<file path="src/rtl/ahf_sw_entry_port.sv">
// Switch-entry receiver: synchronises and debounces the SW[4] strobe, packs SW[3:0] nibbles into words, queues them in a 2-deep FIFO.
// Optional macro AHF_SWIN_ECHO_EN adds echo_o = {nibble count, last captured nibble}.
module ahf_sw_entry_port #(
  parameter int DATA_W          = 8,
  parameter int DEBOUNCE_CYCLES = 16,
  localparam int NIBBLES        = DATA_W / 4,
  localparam int CNT_W          = $clog2(NIBBLES + 1)
) (
  input  logic              CLOCK_50,
  input  logic              Reset,
  input  logic [4:0]        SW,
  input  logic              rd_en,
  input  logic              clr_ovf,
  output logic [DATA_W-1:0] data_o,
  output logic              valid_o,
  output logic              overflow_o,
  output logic [CNT_W-1:0]  nib_cnt_o
`ifdef AHF_SWIN_ECHO_EN
  ,
  output logic [7:0]        echo_o
`endif
);

  localparam int FLT_W = $clog2(DEBOUNCE_CYCLES + 1);

  typedef enum logic {IDLE, PRESSED} state_t;

  logic [4:0]        sw_p0, sw_p1;
  logic              db_p2;
  logic [FLT_W-1:0]  flt_cnt;
  state_t            state, state_nxt;
  logic              cap;
  logic              push;
  logic              pop;
  logic              accept;
  logic [DATA_W-1:0] word_q;
  logic [DATA_W-1:0] word_nxt;
  logic [DATA_W-1:0] mem [2];
  logic              wr_ptr, rd_ptr;
  logic [1:0]        count;

  // Stage p0/p1: two-flop synchroniser for the asynchronous switches
  always_ff @(posedge CLOCK_50) begin
    if (Reset) begin
      sw_p0 <= '0;
      sw_p1 <= '0;
    end else begin
      sw_p0 <= SW;
      sw_p1 <= sw_p0;
    end
  end

  // Stage p2: debounce filter on the synchronised strobe
  always_ff @(posedge CLOCK_50) begin
    if (Reset) begin
      db_p2   <= 1'b0;
      flt_cnt <= '0;
    end else if (sw_p1[4] != db_p2) begin
      if (flt_cnt == FLT_W'(DEBOUNCE_CYCLES - 1)) begin
        db_p2   <= ~db_p2;
        flt_cnt <= '0;
      end else begin
        flt_cnt <= flt_cnt + 1'b1;
      end
    end else begin
      flt_cnt <= '0;
    end
  end

  always_ff @(posedge CLOCK_50) begin
    if (Reset) state <= IDLE;
    else       state <= state_nxt;
  end

  always_comb begin
    state_nxt = state;
    cap       = 1'b0;
    case (state)
      IDLE: begin
        if (db_p2) begin
          state_nxt = PRESSED;
          cap       = 1'b1;
        end
      end
      PRESSED: begin
        if (!db_p2) state_nxt = IDLE;
      end
      default: state_nxt = IDLE;
    endcase
  end

  // Stage p3: nibble packing; the completing nibble is pushed straight into the FIFO
  assign word_nxt = {word_q[DATA_W-5:0], sw_p1[3:0]};
  assign push     = cap && (nib_cnt_o == CNT_W'(NIBBLES - 1));
  assign pop      = rd_en && valid_o;
  assign accept   = push && ((count != 2'd2) || pop);

  always_ff @(posedge CLOCK_50) begin
    if (Reset) begin
      word_q    <= '0;
      nib_cnt_o <= '0;
    end else if (cap) begin
      word_q    <= word_nxt;
      nib_cnt_o <= push ? '0 : nib_cnt_o + 1'b1;
    end
  end

  always_ff @(posedge CLOCK_50) begin
    if (Reset) begin
      wr_ptr     <= 1'b0;
      rd_ptr     <= 1'b0;
      count      <= 2'd0;
      overflow_o <= 1'b0;
    end else begin
      if (accept) wr_ptr <= ~wr_ptr;
      if (pop)    rd_ptr <= ~rd_ptr;
      count <= count + {1'b0, accept} - {1'b0, pop};
      // A dropped word outranks a simultaneous clear
      if (push && !accept) overflow_o <= 1'b1;
      else if (clr_ovf)    overflow_o <= 1'b0;
    end
  end

  always_ff @(posedge CLOCK_50) begin
    if (accept) mem[wr_ptr] <= word_nxt;
  end

  assign valid_o = (count != 2'd0);
  assign data_o  = valid_o ? mem[rd_ptr] : '0;

`ifdef AHF_SWIN_ECHO_EN
  logic [3:0] last_nib;

  always_ff @(posedge CLOCK_50) begin
    if (Reset)    last_nib <= 4'd0;
    else if (cap) last_nib <= sw_p1[3:0];
  end

  assign echo_o = {4'(nib_cnt_o), last_nib};
`endif

endmodule

</file>
<file path="config.mk">
export PLATFORM = sky130hd
export DESIGN_NAME = ahf_sw_entry_port
export DESIGN_NICKNAME = d
export VERILOG_FILES = /design/src/rtl/ahf_sw_entry_port.sv
export SDC_FILE = /design/constraint.sdc
export NUM_CORES = 1
export LEC_CHECK = 0
export CELL_PAD_IN_SITES_DETAIL_PLACEMENT = 0
export CELL_PAD_IN_SITES_GLOBAL_PLACEMENT = 1
export CORE_MARGIN = 2
export CORE_UTILIZATION = 39
export DETAILED_ROUTE_END_ITERATION = 10
export GPL_TIMING_DRIVEN = 0
export HOLD_SLACK_MARGIN = 0.15
export PLACE_DENSITY_LB_ADDON = 0.25
export SYNTH_ARGS = -nofsm -noshare
export SYNTH_HDL_FRONTEND = slang
export SYNTH_SLANG_ARGS = --single-unit
</file>
<file path="constraint.sdc">
create_clock -name CLOCK_50 -period 1.6 [get_ports CLOCK_50]
set_input_delay 0.16 -clock CLOCK_50 [delete_from_list [all_inputs] [get_ports CLOCK_50]]
set_output_delay 0.16 -clock CLOCK_50 [all_outputs]
set_load 0.01 [all_outputs]
</file>
# Word-level counts from Yosys, hierarchy flattened
# Memories as Yosys holds them, arrays and structs flattened. A register that Yosys moved wholly into a read port is not among the register bits.
# Cells that the tools add are included.
[classes]
addsub = 4
n_eq_ne = 4
mux = 10
n_bitwise = 4
n_reduce_logical = 10
[op_table]
columns = ["operator", "n"]
rows = [
  ["two-way mux 1 bit", 8],
  ["two-way mux 8 bit", 1],
  ["adder 5 x 1 -> 5 bit, second input constant", 1],
  ["equality test 5 x 4 -> 1 bit, second input constant", 1],
  ["logical AND 1 bit", 4],
  ["inverter 1 bit", 4],
  ["nonzero test 2 bit", 2],
  ["OR reduction 3 bit", 1],
  ["adder 2 x 1 -> 2 bit", 1],
  ["adder 2 x 1 -> 2 bit, second input constant", 1],
  ["equality test 2 x 1 -> 1 bit, second input constant", 1],
  ["two-way mux 2 bit", 1],
  ["!= test 2 bit, second input constant", 1],
  ["AND reduction 2 bit", 1],
  ["subtractor 2 x 1 -> 2 bit", 1],
  ["logical NOT 1 bit", 1],
  ["logical OR 1 bit", 1],
  ["!= test 1 bit", 1],
]
[word_totals]
ff_bits = 28
ram_bits = 16
wordCells = 44
mem_count = 1
[mem_list]
columns = ["name", "words", "word_bits", "rd", "rd_clocked_by_memory_dff", "write_ports", "line", "rtl"]
rows = [
  ["mem", 2, 8, 1, 1, 1, "38", "logic [DATA_W-1:0] mem [2];"],
]

# Logic depth before layout (Yosys ltp)
# Gate-level depths: netlist of run 1.
[logic_depth]
word_depth = 7
depth_mapped = 6
mapped_depth_nobuf = 6

# Least setup slack after synthesis of run 1
# OpenSTA, ideal clock, no wires.
[synth_path]
path_kind = "flip-flop to flip-flop"
from = "reg nib_cnt_o[0]"
to = "mem mem[1][0], enable pin"
setup_ps = 385
t_arrival_ps = 1334
setup_slack_ps = -119
path_stages_with_launch = 3
path_buffers = 0
period_less_slack_ps = 1719
cell_sequence = "dfxtp_1 -> nand4bb_2 -> nor3b_1"
[synth_between]
elab_chain_cells = 5
[synth_rtl]
columns = ["item", "line", "rtl"]
rows = [
  ["start: declaration", "17", "output logic [CNT_W-1:0] nib_cnt_o"],
  ["start signal: assignment", "104", "nib_cnt_o <= push ? '0 : nib_cnt_o + 1'b1;"],
  ["equality test 2 x 1 -> 1 bit", "94", "assign push = cap && (nib_cnt_o == CNT_W'(NIBBLES - 1));"],
  ["logical AND 1 bit", "94", ""],
  ["logical AND 1 bit", "96", "assign accept = push && ((count != 2'd2) || pop);"],
  ["two-way mux 1 bit", "125", "if (accept) mem[wr_ptr] <= word_nxt;"],
  ["two-way mux 1 bit (not written as such)", "125", ""],
  ["end: declaration", "38", ""],
]
# Every way passes these cells.

# Worst setup path after layout of run 1
[layout_path]
from = "reg nib_cnt_o[0]"
to = "out nib_cnt_o[0]"
# No word-level cell between the ends.

==> out/qor.csv, run 1 <==
metric,value,unit
grt_setup_unrepaired,no,
postRouteAntennaNets,0,
first_pass_iters,4,
cts_tree,yes,
skew,0.00508,ns
tightest_slew,0.449,ns
finalNonFillerCells,213,
syn_inst,132,
reg2reg_slack,0.10,ns
cp_num_cells,1,
mostFrequentLayoutCells,"27 x dfxtp_1, 18 x nor2_1, 16 x edfxtp_1",
gp_congestion,0.698,
diodes,0,
die-area,4770,sq um
tns,0,ns
use_met3,5.26,%
p_int,1.84,mW
status,finished clean,
dp_hpwl,1.81,mm
num_rows,23,
vdd_ir_drop_max,0.000827,V
grt_max_degree,14,
final_area,2100,sq um
fp.coreArea,4030,sq um
end_kind,output port,
cp_max_fo,5,
start_kind,flop,
initial_utilization,41.0,%
synth.cell_area,1650,sq um
synth.distinct_cells,25,
slew_headroom,70.0,%
synth_seq_area_share,64.2,%
synth_nets,144,
cp.required,1.44,ns
viasPerCell,4.63,
dp_cells,202,
die_w,69.1,um
wl,2.58,mm
setup_violations,0,
timing.final.crit_share,94.4,%
p_leak,0.776,nW
power_switching,0.533,mW
cp-startpoint,nib_cnt_o[0],
syn_avg_cell_area,12.5,sq um
crit_family,buffers and inverters,
maxCapViolations,0,
drtIter0Drc,12,
cts.sinks,45,
h-tree-depth,2,
drcViolationCount,0,
path_clk_slew,0.08,ns
p_clk_share,34.3,%
switching_share,22.4,%
grt_pass1_wl,4.36,mm
drv_slew,0,
critPathKind,flop to output port,
gr-usage-all-layers,12.0,%
cts_hold_buf,0,
clkLatencyLatePin,0.29,ns
postPlaceCellArea,1920,sq um
drive_gt1_share,16.0,%
r2r_cells,5,
grt_pass1_vias,936,
hold_class,input port to flop,
final_common_cell,dfxtp_1,
vias,987,
routedWlPerCell,12.1,um
slowest_stage,clkdlybuf4s50_1,
top_usage_layer,met2,
antenna_found_initial,0,
rr_startpoint,count[1],
crit_arrival,1.35,ns
post-route-min-period,1.51,ns
port_buffers,20,
overflow,0,
endpoint,nib_cnt_o[0],
fmax,662,MHz
power_density,1130,nW/um^2
r2r_end,count[1],
die_h,69.1,um
cp_cell_sequence,clkdlybuf4s50_1,
cts_root_buf,clkbuf_8,
critPathBufInv,1,
yosysWarnings,0,
cts.path.max_buffers,2,
met1_usage,13.9,%
combinationalPowerShare,13.5,%
seqPwrFrac,52.2,%
hold_viol,0,
met2_usage,19.0,%
slowest_delay,0.60,ns
cts_inserted_buffers,5,
final_nets,174,
area_growth_syn_to_layout,27.2,%
ios,21,
synth_seq_cells,45,
[cell usage after synthesis (all sizes together)]
cell type,number,area (sq um)
or3,1,11.3
nor2,24,103
dfxtp,29,581
xor2,3,26.3
nor2b,13,81.3
buf,2,10.0
nand3,1,5.00
mux2i,13,130
nor3,3,15.0
and3,1,6.26
nor3b,2,26.3
ha,3,37.5
a21bo,1,10.0
a211oi,1,7.51
inv,7,26.3
o311ai,1,8.76
edfxtp,16,480
a41oi,1,8.76
nand4bb,1,16.3
xnor2,3,26.3
o21a,3,22.5
clkbuf,2,7.51
o21ai,1,5.00
[what timing repair did]
action,4_1_cts,5_1_grt
gates resized for setup,17,1
endpoints found under the setup margin,26,22
pin swaps,0,5
setup buffers,0,3
gates cloned,0,0
[power by group through the flow]
stage	Combinational [mW]	Sequential [mW]	Clock, mW
floorplan	0.186	1.25	0
global placement	0.321	1.25	0
detailed placement	0.327	1.26	0
CTS	0.312	1.24	0.828
global route	0.355	1.24	0.878
finish	0.321	1.24	0.813
[stage by stage]
step | power, mW | utilization [%] | setup WS (ns) | hold slack, ns
2_1_floorplan | 1.44 | - | 0.0639 | 0.232
3_3_place_gp | 1.57 | 47.8 | -0.180 | 0.425
3_5_place_dp | 1.58 | 47.8 | -0.195 | 0.428
4_1_cts | 2.38 | 50.9 | 0.00255 | 0.406
5_1_grt | 2.48 | 52.1 | 0.0158 | 0.408
6_report | 2.37 | 52.1 | 0.0889 | 0.413
[routing by layer]
| layer | part of all wire, % | vias up | wire, um |
|---|---|---|---|
| li1 | - | 507 | - |
| met1 | 44 | 454 | 1140 |
| met2 | 48 | 20 | 1240 |
| met3 | 5.5 | 6 | 142 |
| met4 | 2.1 | 0 | 53 |
| met5 | 0 | - | 0 |
[kinds of logic after synthesis]
kind of cell             Yosys count  share of synthesized area, %
AND/OR/NAND/NOR                   46                          16.0
flip-flops                        45                          64.2
multiplexers                      13                          7.88
buffers and inverters             11                          2.65
AO/OA/AOI/OAI                      8                          3.79
XOR/XNOR                           6                          3.18
adder cells (fa/ha/maj)            3                          2.27
[sequential cells by signal (all words and copies together), names as in the netlist, named ones only]
signal	count
count	2
db_p2	1
flt_cnt	5
mem	16
nib_cnt_o	2
overflow_o	1
rd_ptr	1
state	1
sw_p0	5
sw_p1	5
word_q	4
wr_ptr	1
[worst min-delay path by stage]
stage,start,to,cells after the start
final,SW[4],sw_p0[4],2
after global routing,SW[2],sw_p0[2],2
after CTS,SW[4],sw_p0[4],2
after detailed placement,sw_p0[1],sw_p1[1],1
after global placement,sw_p0[0],sw_p1[0],1
after floorplan,Reset,state,1
[worst register-to-register path, delay by kind of cell (launching register included)]
| kind | cells | cell delay, ns |
|---|---|---|
| AOI/OAI and AO/OA | 3 | 0.67 |
| DFF | 1 | 0.36 |
| adders and majority gates | 1 | 0.32 |
| buffers and inverters | 1 | 0.06 |
[cell type report]
| type | count | area, sq um |
|---|---|---|
| buffer | 4 | 23.8 |
| clock buffer | 6 | 72.6 |
| clock inverter | 2 | 33.8 |
| fill | 362 | 1930 |
| inverter | 7 | 26.3 |
| multi-input combinational | 76 | 581 |
| sequential | 45 | 1060 |
| tap | 50 | 62.6 |
| timing repair buffer | 23 | 238 |
No activity file was read; power rests on OpenSTA's default activity.
==> run 2: changes to the inputs <==
--- a/config.mk
+++ b/config.mk
@@ -12,7 +12,8 @@
 export DETAILED_ROUTE_END_ITERATION = 10
 export GPL_TIMING_DRIVEN = 0
 export HOLD_SLACK_MARGIN = 0.15
-export PLACE_DENSITY_LB_ADDON = 0.25
+export PLACE_DENSITY = 0.76
 export SYNTH_ARGS = -nofsm -noshare
 export SYNTH_HDL_FRONTEND = slang
 export SYNTH_SLANG_ARGS = --single-unit
+export TNS_END_PERCENT = 30
==> run 2 against run 1 <==
  * Largest power group unchanged
  * Sequential share of layout area rose by 0.98 points
  * Wire length shrank 2.4%
  * Combinational power is 1% lower
  * Via count up 0.10%
  * Core utilization shrank 0.99 points
  * Die area unchanged
  * Global-route usage decreased by 0.69 points
  * Critical endpoint is now mem[0][6]
  * Final area down 1.9%
  * Worst hold slack worse by 0.0022 ns
  * Clock power up 4.3%
  * The run now ends with setup timing left
==> out/qor.csv, run 2 (synthesis gave the netlist of run 1 again) <==
metric,value,unit,change
cts_inserted_buffers,5,,unchanged
drtIter0Drc,9,,-3
cts_tree,yes,,
dp_cells,202,,unchanged
p_leak,0.768,nW,-1.0%
num_rows,23,,unchanged
wl,2.51,mm,-2.4%
largest_reg_flops,16,,unchanged
hold_class,input port to flop,,
cp_cell_sequence,nand4bb_2 -> nor3_2,,
min_to,sw_p0[3],,
initial_utilization,41.0,%,unchanged
post-route-min-period,1.66,ns,+0.148 ns
cts.sinks,45,,unchanged
h-tree-depth,2,,unchanged
port_buffers,20,,unchanged
grt_pass1_wl,4.26,mm,-2.2%
cp.required,1.53,ns,+0.09 ns
crit_arrival,1.59,ns,+0.24 ns
timing.final.crit_share,104,%,+9.3 points
r2r_end,mem[0][6],,
area_growth_syn_to_layout,24.8,%,
vdd_ir_drop_max,0.000656,V,-21%
maxCapViolations,0,,unchanged
final_nets,171,,-1.7%
cts.path.max_buffers,2,,unchanged
critPathKind,flop to flop,,
r2r_cells,2,,-3
first_pass_iters,4,,unchanged
dp_hpwl,1.67,mm,-7.6%
skew,0.00576,ns,+0.000683 ns
cp-startpoint,nib_cnt_o[0],,
drv_slew,0,,unchanged
hold_viol,0,,unchanged
status,"finished, violations left",,
end_kind,flop,,
violations,setup timing,,
cp_max_fo,9,,+4
hold_ws,0.411,ns,-0.00224 ns
final_core_util,51.1,%,-0.99 points
drive_gt1_share,16.3,%,+0.30 points
die_h,69.1,um,unchanged
reg2reg_slack,-0.06,ns,-0.16 ns
grt_setup_unrepaired,yes,,
grt_max_degree,16,,+2
largest-register,mem,,
routedWlPerCell,12.0,um,-1.0%
diodes,0,,unchanged
power_density,1170,nW/um^2,+3.2%
final_area,2060,sq um,-1.9%
postRouteAntennaNets,0,,unchanged
gp_congestion,0.713,,+2.1%
overflow,0,,unchanged
fp.coreArea,4030,sq um,unchanged
slew_headroom,51.5,%,-19 points
drcViolationCount,0,,unchanged
start_kind,flop,,
finalPower,2.40,mW,+1.3%
path_clk_slew,0.09,ns,about the same
ios,21,,unchanged
rr_startpoint,nib_cnt_o[0],,
slowest_delay,0.61,ns,about the same
viasPerCell,4.70,,+1.5%
final_common_cell,dfxtp_1,,
critPathBufInv,0,,-1
setup_violations,16,,+16
tns,-0.704,ns,-0.704 ns
grt_pass1_vias,972,,+3.8%
dp_slack,-0.610,ns,-0.415 ns
antenna_found_initial,0,,unchanged
vias,988,,+0.10%
hp-start,SW[3],,
n_fill_cell,361,,-0.28%
hold_depth,2,,unchanged
postPlaceCellArea,1920,sq um,-0.26%
slowest_stage,nor3_2,,
fmax,603,MHz,-8.9%
setup_slack,-0.0595,ns,-0.148 ns
tightest_slew,0.723,ns,+0.274 ns
gr-usage-all-layers,11.3,%,-0.69 points
finalNonFillerCells,210,,-1.4%
cts_hold_buf,0,,unchanged
die-area,4770,sq um,unchanged
cts_root_buf,clkbuf_8,,
crit_family,simple AND/OR/NAND/NOR gates,,
die_w,69.1,um,unchanged
clkLatencyLatePin,0.30,ns,about the same
mostFrequentLayoutCells,"27 x dfxtp_1, 18 x nor2_1, 16 x edfxtp_1",,
[run 2: per-layer routing]
metal	part of all wire, %	GRT usage (%)
met4	1.8	6.75
met2	48	18.3
met3	4.6	3.22
met1	46	13.3
met5	0	0
[run 2: worst max-delay path by stage]
stage,cells past startpoint,slack (ns),to
after floorplan,2,-0.10,mem[0][0]
after global placement,3,-0.48,mem[0][2]
after global routing,2,-0.16,mem[0][5]
after CTS,2,-0.1,mem[1][6]
after detailed placement,3,-0.61,mem[0][0]
final,2,-0.06,mem[0][6]
[run 2: repair_timing]
| item | in CTS | in global routing |
|---|---|---|
| setup buffers | 0 | 0 |
| pin swaps | 1 | 1 |
| endpoints found under the setup margin | 27 | 18 |
| resized for setup | 16 | 3 |
[run 2: where the power goes]
group	internal, mW	switching (mW)	leakage (nW)
logic	0.162	0.155	0.330
clock network	0.467	0.381	0.0543
registers	1.21	0.0286	0.384
total	1.84	0.565	0.768
[run 2: cell type report]
class                           count  area (sq um)  area share (%)
Inverter                            7          26.3            1.28
Sequential cell                    45          1060            51.6
Tap cell                           50          62.6            3.04
Timing Repair Buffer               20           189            9.17
Multi-Input combinational cell     76           581            28.2
Clock inverter                      3          46.3            2.25
Clock buffer                        5          68.8            3.34
Buffer                              4          23.8            1.15
[run 2: worst register-to-register path: cells and delay by family, from the launching register on]
family | cells | cell delay [ns]
and+or+nand+nor | 2 | 0.85
DFF | 1 | 0.44
==> run 3: changes to the inputs <==
--- a/config.mk
+++ b/config.mk
@@ -11,7 +11,6 @@
 export CORE_UTILIZATION = 39
 export DETAILED_ROUTE_END_ITERATION = 10
 export GPL_TIMING_DRIVEN = 0
-export HOLD_SLACK_MARGIN = 0.15
 export PLACE_DENSITY = 0.76
 export SYNTH_ARGS = -nofsm -noshare
 export SYNTH_HDL_FRONTEND = slang
==> results of run 3 <==
No change in the layout: final DEF, timing and power equal those of run 2.
